===== config.mk =====
export PLATFORM = sky130hd
export DESIGN_NAME = instr_issue_sched
export DESIGN_NICKNAME = d
export VERILOG_FILES = /design/src/rtl/instr_issue_sched.sv
export SDC_FILE = /design/constraint.sdc
export NUM_CORES = 1
export LEC_CHECK = 0
export BUFFER_PORTS_ARGS = -buffer_cell sky130_fd_sc_hd__buf_2
export CAP_MARGIN = 10
export CELL_PAD_IN_SITES_DETAIL_PLACEMENT = 1
export CELL_PAD_IN_SITES_GLOBAL_PLACEMENT = 1
export CORE_MARGIN = 4
export CORE_UTILIZATION = 50
export CTS_CLUSTER_SIZE = 12
export DETAILED_ROUTE_END_ITERATION = 12
export PLACE_DENSITY_LB_ADDON = 0.1
export SETUP_SLACK_MARGIN = 0.4
export SLEW_MARGIN = 10
export SYNTH_ARGS = -nofsm -noshare
export SYNTH_HDL_FRONTEND = slang
export SYNTH_SLANG_ARGS = --single-unit

===== constraint.sdc =====
create_clock -name clk -period 8.85 [get_ports clk]
set_input_delay 0.4425 -clock clk [delete_from_list [all_inputs] [get_ports clk]]
set_output_delay 0.4425 -clock clk [all_outputs]
set_load 0.01 [all_outputs]

===== src/rtl/instr_issue_sched.sv =====
// instr_issue_sched: instruction FIFO with a hazard-aware single-issue scheduler
// Ports:
//   clk, rst_n            clock (rising edge), asynchronous active-low reset
//   in_instr/in_valid     host instruction push; in_ready high while count < DEPTH
//   issue_instr/valid     registered issue to the decoder; all-zero when not valid
//   issue_hold            decoder back-pressure, blocks pop/issue
//   flush                 synchronous clear of queued instructions
//   resume                pulse that leaves HALT; halted reports HALT state
//   array_busy            MAC latency counter nonzero
//   fifo_count            current occupancy
//   stall_cycles          saturating count of cycles spent in STALL
module instr_issue_sched #(
    parameter int DEPTH   = 8,
    parameter int MAC_LAT = 16,
    parameter int WT_LAT  = 4,
    parameter int CW      = 5
) (
    input  logic                   clk,
    input  logic                   rst_n,
    input  logic [63:0]            in_instr,
    input  logic                   in_valid,
    output logic                   in_ready,
    output logic [63:0]            issue_instr,
    output logic                   issue_valid,
    input  logic                   issue_hold,
    input  logic                   flush,
    input  logic                   resume,
    output logic                   halted,
    output logic                   array_busy,
    output logic [$clog2(DEPTH):0] fifo_count,
    output logic [15:0]            stall_cycles
);
    localparam int AW = $clog2(DEPTH);

    typedef enum logic [1:0] {RUN, STALL, HALT} state_t;

    state_t        r_state;
    logic [63:0]   r_mem [DEPTH];
    logic [AW-1:0] r_wp;
    logic [AW-1:0] r_rp;
    logic [AW:0]   r_cnt;
    logic [CW-1:0] r_mac;
    logic [CW-1:0] r_wt;

    logic [63:0]   w_head;
    logic [4:0]    w_op;
    logic          w_mac_busy;
    logic          w_wt_busy;
    logic          w_haz;
    logic          w_push;
    logic          w_pop;
    logic          w_issuable;
    logic          w_ready;

    assign w_head = r_mem[r_rp];
    assign w_op   = w_head[63:59];

    // A waiting instruction may leave in the counter's last busy cycle, so it
    // reaches the decoder exactly when the counter reads zero.
    assign w_mac_busy = r_mac > CW'(1);
    assign w_wt_busy  = r_wt > CW'(1);

    assign w_haz = (w_op == 5'b00001 && w_wt_busy) ||
                   (w_op == 5'b00010 && (w_mac_busy || w_wt_busy)) ||
                   (w_op == 5'b00011 && w_mac_busy);

    assign w_ready    = r_cnt < (AW+1)'(DEPTH);
    assign w_push     = in_valid && w_ready && !flush;
    assign w_pop      = r_cnt != '0 && !issue_hold && !flush && r_state != HALT && !w_haz;
    // NOP and HALT are consumed from the queue but never reach the decoder.
    assign w_issuable = w_op != 5'b00000 && w_op != 5'b11111;

    assign in_ready   = w_ready;
    assign halted     = r_state == HALT;
    assign array_busy = r_mac != '0;
    assign fifo_count = r_cnt;

    always_ff @(posedge clk) begin
        if (w_push) r_mem[r_wp] <= in_instr;
    end

    always_ff @(posedge clk or negedge rst_n) begin
        if (!rst_n) begin
            r_state      <= RUN;
            r_wp         <= '0;
            r_rp         <= '0;
            r_cnt        <= '0;
            r_mac        <= '0;
            r_wt         <= '0;
            issue_instr  <= '0;
            issue_valid  <= 1'b0;
            stall_cycles <= '0;
        end else begin
            if (flush) begin
                r_wp  <= '0;
                r_rp  <= '0;
                r_cnt <= '0;
            end else begin
                if (w_push) r_wp <= r_wp + 1'b1;
                if (w_pop) r_rp <= r_rp + 1'b1;
                r_cnt <= r_cnt + (AW+1)'(w_push) - (AW+1)'(w_pop);
            end
            // In-flight array work keeps counting down even across a flush.
            r_mac <= (w_pop && w_op == 5'b00001) ? CW'(MAC_LAT) :
                     (r_mac != '0) ? r_mac - 1'b1 : r_mac;
            r_wt  <= (w_pop && w_op == 5'b00010) ? CW'(WT_LAT) :
                     (r_wt != '0) ? r_wt - 1'b1 : r_wt;
            issue_instr <= (w_pop && w_issuable) ? w_head : '0;
            issue_valid <= w_pop && w_issuable;
            if (r_state == STALL && !issue_hold && stall_cycles != 16'hFFFF)
                stall_cycles <= stall_cycles + 1'b1;
            r_state <= (r_state == HALT) ? (resume ? RUN : HALT) :
                       flush ? RUN :
                       w_pop ? ((w_op == 5'b11111) ? HALT : RUN) :
                       (r_cnt != '0 && !issue_hold && w_haz) ? STALL : r_state;
        end
    end
endmodule


# --- Yosys cells after proc, flatten, opt, wreduce, memory -nomap -nowiden ---
# Memory sizes are Yosys's and may differ from the RTL's.
# Index checks and enable logic that the tools add are counted.
op_classes:
  addsub: 7
  multipliers: 0
  div_mod_pow: 0
  magnitude_cmp: 3
  n_eq_ne: 9
  shifts: 0
  muxes: 18
  n_bitwise: 0
  n_reduce_logical: 31
ops:
  columns: ["operator", "count"]
  rows:
  - ["2-to-1 mux 64 bit", 1]
  - ["2-to-1 mux 5 bit", 4]
  - ["adder 16 x 1 -> 16 bit, second input constant", 1]
  - ["logical AND 1 bit", 16]
  - ["inequality test 16 bit, second input constant", 1]
  - ["nonzero test 5 bit", 3]
  - ["2-to-1 mux 2 bit", 6]
  - ["2-to-1 mux 3 bit", 4]
  - ["== test 5 x 2 -> 1 bit, second input constant", 2]
  - ["> comparator 5 x 1 -> 1 bit, second input constant", 2]
  - ["subtractor 5 x 1 -> 5 bit, second input constant", 2]
  - ["nonzero test 2 bit", 4]
  - ["nonzero test 4 bit", 2]
  - ["adder 3 x 1 -> 3 bit, second input constant", 2]
  - ["== test 5 x 1 -> 1 bit, second input constant", 1]
  - ["== test 5 bit, second input constant", 1]
  - ["inequality test 5 bit, second input constant", 1]
  - ["adder 4 x 1 -> 4 bit", 1]
  - ["< comparator 4 bit, second input constant", 1]
  - ["2-to-1 mux 4 bit", 1]
  - ["subtractor 4 x 1 -> 4 bit", 1]
  - ["logical NOT 1 bit", 3]
  - ["logical OR 1 bit", 3]
  - ["== test 2 x 1 -> 1 bit, second input constant", 1]
  - ["3 further kinds", 4]
word_totals:
  register_bits: 103
  latchBits: 0
  mem_bits_rw: 512
  romBits: 0
  inputBits: 70
  out_inout_bits: 88
  word_cells: 78
  n_memories: 1
memory_table:
  columns: ["memory", "words", "word_bits", "rd", "rd_clocked_by_memory_dff", "write_ports", "line_no", "rtl"]
  rows:
  - ["r_mem", 8, 64, 1, 0, 1, "38", "logic [63:0] r_mem [DEPTH];"]

# --- Longest topological paths before layout ---
# Gate-level depths: netlist (run 1).
logic_depth:
  ltp_word: 10
  depth_mapped: 14

# --- Least setup slack after synthesis (run 1) ---
# OpenSTA, ideal clock, no wires.
synth_path:
  kind: "register to register"
  from: "register r_cnt[3], in the netlist fifo_count[3]"
  to: "memory r_mem[0][0] (enable)"
  setup_time_ns: 0.565
  arrival_time_ns: 5.449
  t_required_ns: 8.285
  path_slack_ns: 2.837
  path_stages_with_launch: 7
  n_path_buf: 0
  cell_sequence: "dfrtp_1 inv_1 nand2_1 nor2_1 inv_1 or2_2 nor3_1"
synth_between:
  elab_chain_len: 5
synth_rtl:
  columns: ["item", "line_no", "rtl"]
  rows:
  - ["start, declared", "41", "logic [AW:0] r_cnt;"]
  - ["start signal, assigned", "101", "r_cnt <= r_cnt + (AW+1)'(w_push) - (AW+1)'(w_pop);"]
  - ["< comparator 4 bit", "67", "assign w_ready = r_cnt < (AW+1)'(DEPTH);"]
  - ["net in_ready", "22", "output logic in_ready,"]
  - ["logical AND 1 bit (2 in a row)", "68", "assign w_push = in_valid && w_ready && !flush;"]
  - ["2-to-1 mux 1 bit", "79", "if (w_push) r_mem[r_wp] <= in_instr;"]
  - ["2-to-1 mux 1 bit (implied by the code)", "79", null]
  - ["end, declared", "38", null]
# The timed path passes the listed nets, and every way through them passes these cells.

# --- Worst setup path in the final report (run 1) ---
layout_path:
  from: "register r_rp[2]"
  to: "register r_cnt[2], in the netlist fifo_count[2]"
layout_between:
  elab_chain_len: 9
layout_rtl:
  columns: ["item", "line_no", "rtl"]
  rows:
  - ["start, declared", "40", "logic [AW-1:0] r_rp;"]
  - ["start signal, assigned", "100", "if (w_pop) r_rp <= r_rp + 1'b1;"]
  - ["memory (8 x 64 bit) (*)", null, null]
  - ["== test 5 x 1 -> 1 bit / == test 5 x 2 -> 1 bit (equally long branches)", "63, 64", null]
  - ["logical AND 1 bit (on tied branches)", "63, 64", null]
  - ["logical OR 1 bit", "63", "assign w_haz = (w_op == 5'b00001 && w_wt_busy) ||"]
  - ["logical OR 1 bit (*)", "64", "(w_op == 5'b00010 && (w_mac_busy || w_wt_busy)) ||"]
  - ["logical NOT 1 bit (*)", "69", "assign w_pop = r_cnt != '0 && !issue_hold && !flush && r_state != HALT && !w_haz;"]
  - ["logical AND 1 bit (*)", "69", null]
  - ["subtractor 4 x 1 -> 4 bit (*)", "101", null]
  - ["2-to-1 mux 4 bit (*)", "94", "if (flush) begin"]
# Every way passes the cells marked *; elsewhere a longest branch is shown, timed or not.
# A chain may end at the register's enable or synchronous reset.

==> impl_metrics.csv, run 1 <==
group,metric,value,unit
critical_path,crit_buf_inv,2,
clock_tree,cts_root_buf,"clkbuf_16",
clock_tree,clock_latency,610,ps
flow_run,maxCapViolations,0,
floorplanning,die_area,0.0497,sq mm
grt,antenna_found_initial,8,
critical_path,arrival,4970,ps
final_layout,nets,1375,
synthesis,yosysMostFrequentCell,"edfxtp_1",
clock_tree,clk_pin_slew,60,ps
worst_hold_path,hold_path.class,"in -> reg",
floorplanning,start_util,50.8,%
floorplanning,pin_count,158,
drt,drc,0,
grt,grt_pass1_wl,74600,um
synthesis,ys_async_sr_fraction,16.7,%
critical_path,crit_required,9330,ps
synthesis,synthFlopType,"edfxtp_1",
place,port_buffers,157,
critical_path,cp_max_fo,41,
sta,layout_min_cycle_time,4490,ps
critical_path,crit_family,"adder cells",
status,status,"completed",
synthesis,postSynthCellCount,1096,
final_layout,layout-drive-gt1-share,29.7,%
drt,wl,48400,um
synthesis,synth-compound-area-share,0.666,%
floorplanning,core,0.0455,sq mm
synthesis,synthXorXnorAreaFrac,0.834,%
synthesis,netlist_top_cells_area,"edfxtp_1 (67%), mux4_2 (12%), dfrtp_1 (11%)",
final_layout,syn2layout_area_growth,14.8,%
sta,drv_slew,0,
synthesis,ys_seq_elements,615,
critical_path,worst-setup-path-type,"reg -> reg",
critical_path,critPathCaptureType,"flip-flop",
critical_path,crit_slowest_cell,"dfrtp_4",
sta,rsz0062_at_grt,"no",
synthesis,avgSynthCellArea,21.1,sq um
sta,timing.final.crit_share,50.7,%
synthesis,synth_top_family_by_area,"multiplexers",
critical_path,cpPeakStageDelay,890,ps
synthesis,ys_top_cells_by_count,"edfxtp_1 (512), mux4_2 (128), dfrtp_1 (103), nor2_1 (93), mux2i_1 (63)",
clock_tree,cts.sinks,615,
drt,drt_pre_antenna_iters,5,
sta,fmax,223,MHz
synthesis,ys_warn_count,0,
floorplanning,die_x,223,um
floorplanning,rows,78,
synthesis,synth_edf_count,512,
synthesis,yosys.area_share.simple,3.27,%
place,dp.final_hpwl,26200,um
clock_tree,htree_levels,2,
grt,grt_max_degree,72,
sta,tightestPinTransition,1160,ps
synthesis,syn-num-nets,1181,
synthesis,yosys-mux-area-fraction,15.5,%
sta,final-setup-viol-count,0,
power_and_ir_drop,pwr_density_cell,251,mW/mm^2
synthesis,ys_seq_area_share,77.7,%
synthesis,synthAdderAreaFrac,0.845,%
drt,drt-initial-drc-count,731,
drt,viasPerCell,5.59,
floorplanning,die_y,223,um
drt,wire_per_inst,24.9,um
critical_path,startpoint_type,"flip-flop",
clock_tree,clockBufferDepth,3,
synthesis,synth_largest_area_cell,"edfxtp_1",
power_and_ir_drop,ir_worst_vdd,0.161,mV
synthesis,yosys.area.top_type_share,66.6,%
place,place.gp.congestion,0.702,
grt,grt-ovfl-total,0,
clock_tree,cts_tree,"built",
sta,hold_viol,0,
critical_path,cp_cell_sequence,"buf_4 -> mux4_2 -> mux2i_1 -> nand3_1 -> a211oi_2 -> nor2_1 -> ha_1 -> inv_1 -> ha_1 -> fa_1 -> xnor2_1 -> nor2_1",
clock_tree,numCtsBuffers,61,
sta,fin_ws,4360,ps
power_and_ir_drop,p_leak,9.08,nW
synthesis,ys_types,44,
synthesis,syn_area,0.0231,sq mm
drt,vias,10900,
sta,setup_tns,0,ps
grt,grt.total_usage,19.8,%
place,dp_slack,4370,ps
sta,fin_worst_skew,18.1,ps
drt,ant_nets,0,
sta,slew_headroom,22.4,%
grt,grt_pass1_vias,11900,
-- stage by stage --
stage	utilization (%)	cells	area [sq um]	hold slack [ps]	power (mW)
6_report	58.3	1944	26500	99.1	6.64
5_1_grt	58.3	1940	26500	72.3	6.95
4_1_cts	58.2	1939	26500	56.0	6.73
3_5_place_dp	54.1	1826	24600	493	4.30
3_3_place_gp	54.1	1826	24600	480	4.27
2_1_floorplan	-	1096	23100	147	4.02
-- layout make-up --
type                            instances  area (sq um)
Antenna cell                            5          12.5
Clock buffer                          103          1800
Clock inverter                          9          73.8
Fill cell                            3968         19000
Inverter                               12          45.0
Multi-Input combinational cell        425          4930
Sequential cell                       615         18000
Tap cell                              600           751
Timing Repair Buffer                  175           926
-- placed cells by master, fill, tap and decap left out, drive strengths merged, types with 2 or more instances in the layout --
cell type  synthesis  layout
nand4              5       5
xnor2             19      19
a21oi              8       8
nor2              93      93
clkbuf            16     103
a211oi             3       3
nand3              5       5
mux2               2       2
and2               4       4
dfrtp            103     103
and3               3       3
xor2               3       3
nor3              10      10
a211o              2       2
o21ai              7       7
diode              0       5
mux4             128     128
mux2i             65      65
nand3b             3       3
nand2b             4       4
or3                3       3
edfxtp           512     512
nand2             27      27
buf               28     174
ha                14      14
clkinv             0       6
nor2b              6       6
inv               12      13
-- flip-flops by register name, summed over array words and instances, names as in the netlist --
signal / flops
r_state: 2
issue_valid: 1
fifo_count: 4
r_wt: 5
stall_cycles: 16
issue_instr: 64
r_rp: 3
r_mac: 5
r_wp: 3
r_mem: 512
-- metal layers --
metal  share of wire [%]  vias to the layer above  routed length [um]  global-route usage, %
li1                    -                     4760                   -                      -
met4                 1.7                        8                 808                   4.10
met3                 5.3                       63                2570                   4.78
met1                  42                     5783               20300                   26.8
met2                  51                      249               24700                   33.6
met5               0.093                        -                  45                      0
-- power breakdown --
part | switching [mW] | total (mW) | internal, mW | leakage (nW)
Clock | 1.02 | 2.42 | 1.40 | 0.903
Combinational | 0.428 | 0.810 | 0.382 | 2.17
Sequential | 0.114 | 3.41 | 3.29 | 6.01
Total | 1.57 | 6.64 | 5.07 | 9.08
-- kinds of logic (layout without fill, tap and decap cells) --
kind of cell	Yosys count	count (layout)
flops	615	615
other cells	0	5
fa+ha+maj	15	15
mux	195	195
xor+xnor	22	22
buf+inv	56	299
simple gates	169	169
compound gates	24	24
-- path summary, 6_finish.rpt --
path / slack, ps / to / cells after the start / from
worst max-delay path: 4360 / fifo_count[2] / 12 / r_rp[2]
worst min-delay path: 100 / r_mem[6][33] / 1 / in_instr[33]
worst max register to register: 4360 / fifo_count[2] / 12 / r_rp[2]
worst min register to register: 500 / stall_cycles[9] / 1 / stall_cycles[9]
max in group asynchronous: 6940 / r_rp[0] / 3 / rst_n
min in group asynchronous: 420 / issue_valid / 2 / rst_n
-- repair_timing --
action                                  in CTS  in global routing
endpoints found under the setup margin       0                  0
resized for setup                            0                  0
hold buffers                                 1                  0
buffers inserted                             0                  0
endpoints found under the hold margin       37                  0
Power figures use the tool's default switching activity.
==> run 2: changes to the inputs <==
--- a/config.mk
+++ b/config.mk
@@ -5,12 +5,13 @@
 export SDC_FILE = /design/constraint.sdc
 export NUM_CORES = 1
 export LEC_CHECK = 0
+export ABC_AREA = 1
 export BUFFER_PORTS_ARGS = -buffer_cell sky130_fd_sc_hd__buf_2
 export CAP_MARGIN = 10
 export CELL_PAD_IN_SITES_DETAIL_PLACEMENT = 1
 export CELL_PAD_IN_SITES_GLOBAL_PLACEMENT = 1
 export CORE_MARGIN = 4
-export CORE_UTILIZATION = 50
+export CORE_UTILIZATION = 45
 export CTS_CLUSTER_SIZE = 12
 export DETAILED_ROUTE_END_ITERATION = 12
 export PLACE_DENSITY_LB_ADDON = 0.1
==> constraint.sdc (replaced) <==
create_clock -name clk -period 3.9 [get_ports clk]
set_input_delay 0.195 -clock clk [delete_from_list [all_inputs] [get_ports clk]]
set_output_delay 0.195 -clock clk [all_outputs]
set_load 0.01 [all_outputs]
==> run 2 against run 1 <==
- critical path depth rose by 3
- sequential cell count unchanged
- utilization shrank 4.0 points
- critical endpoint unchanged
- largest power group unchanged
- highest routed layer unchanged
==> impl_metrics.csv, run 2 <==
group,metric,value,unit
critical_path,cp_cell_sequence,"clkinv_2 -> nand3_1 -> nand3_1 -> nand2_1 -> nand3_2 -> nor2_1 -> nand2_2 -> nand3_2 -> inv_2 -> ha_1 -> inv_1 -> ha_1 -> fa_1 -> xnor2_1 -> nor2_1",
grt,grt.total_usage,21.5,%
synthesis,netlist_top_cells_area,"edfxtp_1 (65%), dfrtp_1 (11%), o21ai_0 (6.2%)",
synthesis,synthFlopType,"edfxtp_1",
synthesis,syn_area,0.0236,sq mm
clock_tree,cts.repair.resized,0,
sta,final-setup-viol-count,0,
floorplanning,die_y,237,um
floorplanning,core,0.0516,sq mm
floorplanning,rows,83,
synthesis,postSynthCellCount,1782,
place,port_buffers,157,
sta,timing.final.crit_share,81.8,%
final_layout,mostFrequentLayoutCells,"edfxtp_1 (512), nor2_1 (329), o21ai_0 (291)",
synthesis,ys_types,33,
status,status,"completed",
synthesis,synth_largest_area_cell,"edfxtp_1",
critical_path,cp_max_fo,21,
sta,fin_worst_skew,18.5,ps
sta,whs,26.9,ps
critical_path,crit_required,4370,ps
drt,ant_nets,0,
critical_path,crit_buf_inv,3,
sta,rsz0062_at_grt,"no",
sta,setup_tns,0,ps
grt,antenna_found_initial,5,
place,dp.final_hpwl,32000,um
sta,layout_min_cycle_time,3190,ps
final_layout,syn2layout_area_growth,18.7,%
power_and_ir_drop,pwr_density_cell,621,mW/mm^2
synthesis,ys_top_cells_by_count,"edfxtp_1 (512), nor2_1 (335), o21ai_0 (291), nand2_1 (114), dfrtp_1 (103)",
clock_tree,htree_levels,3,
synthesis,ys_warn_count,0,
clock_tree,clockBufferDepth,3,
final_layout,largest_register_ffs,512,
grt,grt-ovfl-total,0,
synthesis,synth_edf_count,512,
critical_path,reg2regPathDepth,15,
clock_tree,cts_setup_buffers,0,
critical_path,startpoint_type,"flip-flop",
sta,tightestPinTransition,1490,ps
power_and_ir_drop,power,17.4,mW
synthesis,syn-num-nets,1867,
place,place.gp.congestion,0.762,
synthesis,yosysMostFrequentCell,"edfxtp_1",
grt,grt_pass1_wl,94600,um
critical_path,arrival,3660,ps
critical_path,worst-setup-path-type,"reg -> reg",
drt,viasPerCell,5.50,
critical_path,crit_family,"simple AND/OR/NAND/NOR gates",
final_layout,largest_register,"r_mem",
final_layout,nets,2083,
critical_path,critPathCaptureType,"flip-flop",
grt,grt_pass1_vias,16200,
final_layout,layout-drive-gt1-share,14.6,%
floorplanning,start_util,45.8,%
critical_path,crit_slowest_cell,"dfrtp_4",
synthesis,yosys.area.top_type_share,65.1,%
floorplanning,die_x,237,um
floorplanning,pin_count,158,
clock_tree,cts_tree,"built",
sta,drv_slew,0,
sta,fmax,313,MHz
sta,slew_headroom,0.923,%
drt,wire_per_inst,22.2,um
critical_path,cpPeakStageDelay,590,ps
clock_tree,numCtsBuffers,68,
drt,drt-initial-drc-count,1064,
clock_tree,cts.sinks,615,
synthesis,avgSynthCellArea,13.3,sq um
flow_run,maxCapViolations,0,
clock_tree,clock_latency,590,ps
clock_tree,cts_root_buf,"clkbuf_16",
power_and_ir_drop,p_leak,10.4,nW
final_layout,final_common_cell,"edfxtp_1",
drt,vias,15000,
worst_hold_path,holdPathStages,5,
synthesis,ys_seq_elements,615,
critical_path,cp.depth,15,
worst_hold_path,hold_path.class,"in -> reg",
final_layout,fillers,5123,
clock_tree,clk_pin_slew,60,ps
critical_path,r2r_slack,710,ps
final_layout,top_regs,"r_mem (512), issue_instr (64), stall_cycles (16)",
drt,drc,0,
power_and_ir_drop,ir_worst_vdd,0.412,mV
floorplanning,die_area,0.0562,sq mm
drt,wl,60700,um
grt,grt_max_degree,237,
synthesis,ys_async_sr_fraction,16.7,%
sta,hold_viol,0,
drt,drt_pre_antenna_iters,5,
synthesis,ys_seq_area_share,76.0,%
[run 2: changes by cell type after synthesis, moves of 63 or more]
cell,delta
clkbuf_1,+75
mux2i_1,-63
mux4_2,-128
nand2_1,+87
inv_1,+64
nor2_1,+242
o21ai_0,+285
[run 2: where the power goes]
| group | switching, mW | internal, mW |
|---|---|---|
| logic | 2.43 | 1.07 |
| clock network | 2.47 | 3.68 |
| registers | 0.237 | 7.54 |
| total | 5.13 | 12.3 |
[run 2: layout make-up]
| cell class | instances | area [sq um] | share of cell area, % |
|---|---|---|---|
| sequential | 615 | 18000 | 64.1 |
| multi-input combinational | 982 | 4960 | 17.7 |
| clock buffer | 110 | 2020 | 7.22 |
| timing repair buffer | 254 | 1810 | 6.46 |
| tap | 680 | 851 | 3.04 |
| inverter | 77 | 295 | 1.05 |
| clock inverter | 13 | 116 | 0.415 |
| antenna | 4 | 10.0 | 0.0357 |
[run 2: timing repair]
action,CTS,global route
setup endpoints to repair,0,0
hold buffers,68,0
hold endpoints to repair,568,0
[run 2: worst min-delay path, stage by stage]
cell and delay [ps]:
buf_2 90, a31oi_1 50, nor2_1 110, nand2_1 70, nand2_1 50
[run 2: path summary, 6_finish.rpt]
path | from | to
max in group asynchronous | rst_n | r_rp[0]
min | issue_hold | r_state[0]
min in group asynchronous | rst_n | stall_cycles[13]
min reg2reg | r_state[0] | r_state[0]
max | r_rp[1] | fifo_count[2]
max reg2reg | r_rp[1] | fifo_count[2]
[run 2: stage by stage]
| stage | cells | worst slack (ps) | utilization, % | cell area (sq um) |
|---|---|---|---|---|
| global route | 2734 | 461 | 54.3 | 28000 |
| detailed placement | 2540 | 737 | 48.8 | 25200 |
| CTS | 2731 | 690 | 54.3 | 28000 |
| global placement | 2540 | 796 | 48.8 | 25200 |
| floorplan | 1782 | -229 | - | 23600 |
| finish | 2735 | 709 | 54.3 | 28000 |
[run 2: logic make-up (layout without fill, tap and decap cells)]
logic type                 Yosys count  after routing  share of synthesized area [%]
xor gates and xnor gates            23             23                          0.853
other                                0              4                              0
and+or+nand+nor                    514            514                           8.63
DFF                                615            615                           76.0
adders and majority gates           15             15                          0.826
AOI/OAI and AO/OA                  430            430                           10.4
buffers and inverters              185            454                           3.28
[run 2: per-layer routing]
layer / vias to the layer above / track usage (%) / part of all wire, %
met4: 2 / 5.87 / 1.9
met5: - / 0 / 0.021
li1: 6888 / - / -
met2: 328 / 36.2 / 49
met3: 90 / 3.31 / 4.4
met1: 7741 / 29.6 / 44
==> run 3: changes to the inputs <==
--- a/config.mk
+++ b/config.mk
@@ -11,7 +11,7 @@
 export CELL_PAD_IN_SITES_DETAIL_PLACEMENT = 1
 export CELL_PAD_IN_SITES_GLOBAL_PLACEMENT = 1
 export CORE_MARGIN = 4
-export CORE_UTILIZATION = 45
+export CORE_UTILIZATION = 50
 export CTS_CLUSTER_SIZE = 12
 export DETAILED_ROUTE_END_ITERATION = 12
 export PLACE_DENSITY_LB_ADDON = 0.1
==> constraint.sdc (replaced) <==
create_clock -name clk -period 3.1 [get_ports clk]
set_input_delay 0.155 -clock clk [delete_from_list [all_inputs] [get_ports clk]]
set_output_delay 0.155 -clock clk [all_outputs]
set_load 0.01 [all_outputs]
==> run 3 against run 2 <==
- register-to-register slack lost 460 ps
- first-iteration DRC count is 1.0% higher
- global-route usage rose by 2.6 points
- final cell count is 1.6% lower
- via count grew 2.1%
- largest power group unchanged
- clock power rose by 14%
- combinational power is 49% higher
- fmax is 12% higher
- total power increased by 26%
- sequential share of layout area fell by 0.87 points
- sequential cell count did not move
- critical path depth is 2 higher
==> impl_metrics.csv, run 3 (same netlist as run 2, synthesis figures left out) <==
group,metric,value,unit
status,status,"completed",
floorplanning,core,0.0467,sq mm
place,port_buffers,157,
floorplanning,die_y,225,um
clock_tree,clk_pin_slew,60,ps
floorplanning,die_x,225,um
sta,hold_viol,0,
final_layout,nets,2116,
sta,timing.final.crit_share,92.1,%
final_layout,fillers,4508,
sta,setup_tns,0,ps
clock_tree,cts.sinks,615,
critical_path,worst-setup-path-type,"reg -> reg",
clock_tree,cts_tree,"built",
sta,layout_min_cycle_time,2860,ps
drt,drt_pre_antenna_iters,5,
clock_tree,cts_root_buf,"clkbuf_16",
floorplanning,rows,79,
critical_path,startpoint_type,"flip-flop",
sta,slew_headroom,17.9,%
grt,antenna_found_initial,3,
final_layout,mostFrequentLayoutCells,"edfxtp_1 (512), nor2_1 (326), o21ai_0 (290)",
power_and_ir_drop,pwr_density_cell,771,mW/mm^2
drt,wire_per_inst,23.3,um
power_and_ir_drop,p_leak,10.5,nW
sta,drv_slew,0,
power_and_ir_drop,power,21.9,mW
drt,viasPerCell,5.71,
clock_tree,clockBufferDepth,3,
drt,drc,0,
final_layout,multiInputGateArea,0.00526,sq mm
final_layout,layout-drive-gt1-share,18.7,%
worst_hold_path,hold_path.class,"in -> async",
sta,tightestPinTransition,1230,ps
drt,drt-initial-drc-count,1075,
grt,grt_pass1_vias,16400,
floorplanning,pin_count,158,
drt,wl,62700,um
drt,vias,15400,
final_layout,top_regs,"r_mem (512), issue_instr (64), stall_cycles (16)",
place,dp.final_hpwl,31000,um
floorplanning,die_area,0.0508,sq mm
critical_path,crit_required,3650,ps
sta,final-setup-viol-count,0,
grt,grt_pass1_wl,94700,um
final_layout,syn2layout_area_growth,20.3,%
grt,grt_max_degree,215,
sta,fin_worst_skew,19.0,ps
final_layout,final_common_cell,"edfxtp_1",
final_layout,regArea,0.0180,sq mm
final_layout,largest_register,"r_mem",
critical_path,arrival,3410,ps
critical_path,critPathCaptureType,"flip-flop",
clock_tree,numCtsBuffers,61,
grt,grt-ovfl-total,0,
clock_tree,htree_levels,2,
sta,fmax,350,MHz
drt,ant_nets,0,
flow_run,maxCapViolations,0,
clock_tree,clock_latency,620,ps
place,place.gp.congestion,0.772,
power_and_ir_drop,ir_worst_vdd,0.563,mV
critical_path,cp_max_fo,6,
sta,rsz0062_at_grt,"yes",
grt,grt.total_usage,24.1,%
floorplanning,start_util,50.6,%
final_layout,largest_register_ffs,512,
-- run 3: layer usage --
| layer | vias to the layer above | wire length, um | GRT usage, % |
|---|---|---|---|
| met1 | 7955 | 26600 | 32.3 |
| met5 | - | 27 | 0 |
| met3 | 96 | 2700 | 3.48 |
| li1 | 6958 | - | - |
| met4 | 4 | 1550 | 6.86 |
| met2 | 353 | 31900 | 41.6 |
-- run 3: final cells by class --
class	count	share of cell area, %
repair buffers	291	7.85
multi-input cells	982	18.5
diodes	1	0.00881
repair inverters	3	0.128
clock inverters	11	0.396
clock buffers	104	6.12
well taps	607	2.67
inverters	77	1.10
flip-flops and latches	615	63.2
-- run 3: where the power goes --
| group | leakage [nW] | internal (mW) | total (mW) | switching, mW |
|---|---|---|---|---|
| registers | 6.00 | 9.49 | 9.74 | 0.251 |
| clock network | 0.890 | 3.95 | 6.97 | 3.02 |
| logic | 3.63 | 1.77 | 5.21 | 3.44 |
| total | 10.5 | 15.2 | 21.9 | 6.71 |
-- run 3: path summary, 6_finish.rpt --
path / start / to / slack [ps] / depth (start not counted)
min in group clk: in_instr[8] / r_mem[4][8] / 330 / 2
worst max-delay path: r_rp[0] / fifo_count[1] / 240 / 17
worst min-delay path: rst_n / stall_cycles[9] / 100 / 2
worst max register to register: r_rp[0] / fifo_count[1] / 240 / 17
max in group asynchronous: rst_n / issue_instr[39] / 2140 / 3
worst min register to register: stall_cycles[14] / stall_cycles[14] / 490 / 1
-- run 3: timing repair --
item	4_1_cts	5_1_grt
cloned	4	1
hold endpoints to repair	560	0
setup buffers	20	14
pin swaps	10	26
hold buffers	70	0
gates resized for setup	27	68
setup endpoints to repair	15	31
-- run 3: metrics by stage --
step           hold slack (ps)  instance area, sq um  utilization, %  setup slack, ps  std cells
2_1_floorplan             -141                 23700               -              140       1782
3_3_place_gp               191                 25200            54.0              276       2467
5_1_grt                    119                 28400            60.9              144       2690
6_report                  95.3                 28400            60.9              244       2691
4_1_cts                   84.1                 28000            60.1              400       2676
3_5_place_dp               197                 25200            54.0              133       2467
-- run 3: critical path: stages, from the launching register on --
cell and delay, ps:
dfrtp_4 570, buf_8 180, clkinv_8 70, nand2_2 60, nand3_2 90, nand3_2 80, nand2_2 110, nand3_4 130
nor2_4 150, nand2_4 80, nand3_4 120, inv_4 50, ha_4 260, inv_4 30, ha_4 150, fa_2 540
inv_2 40, nor2_2 80
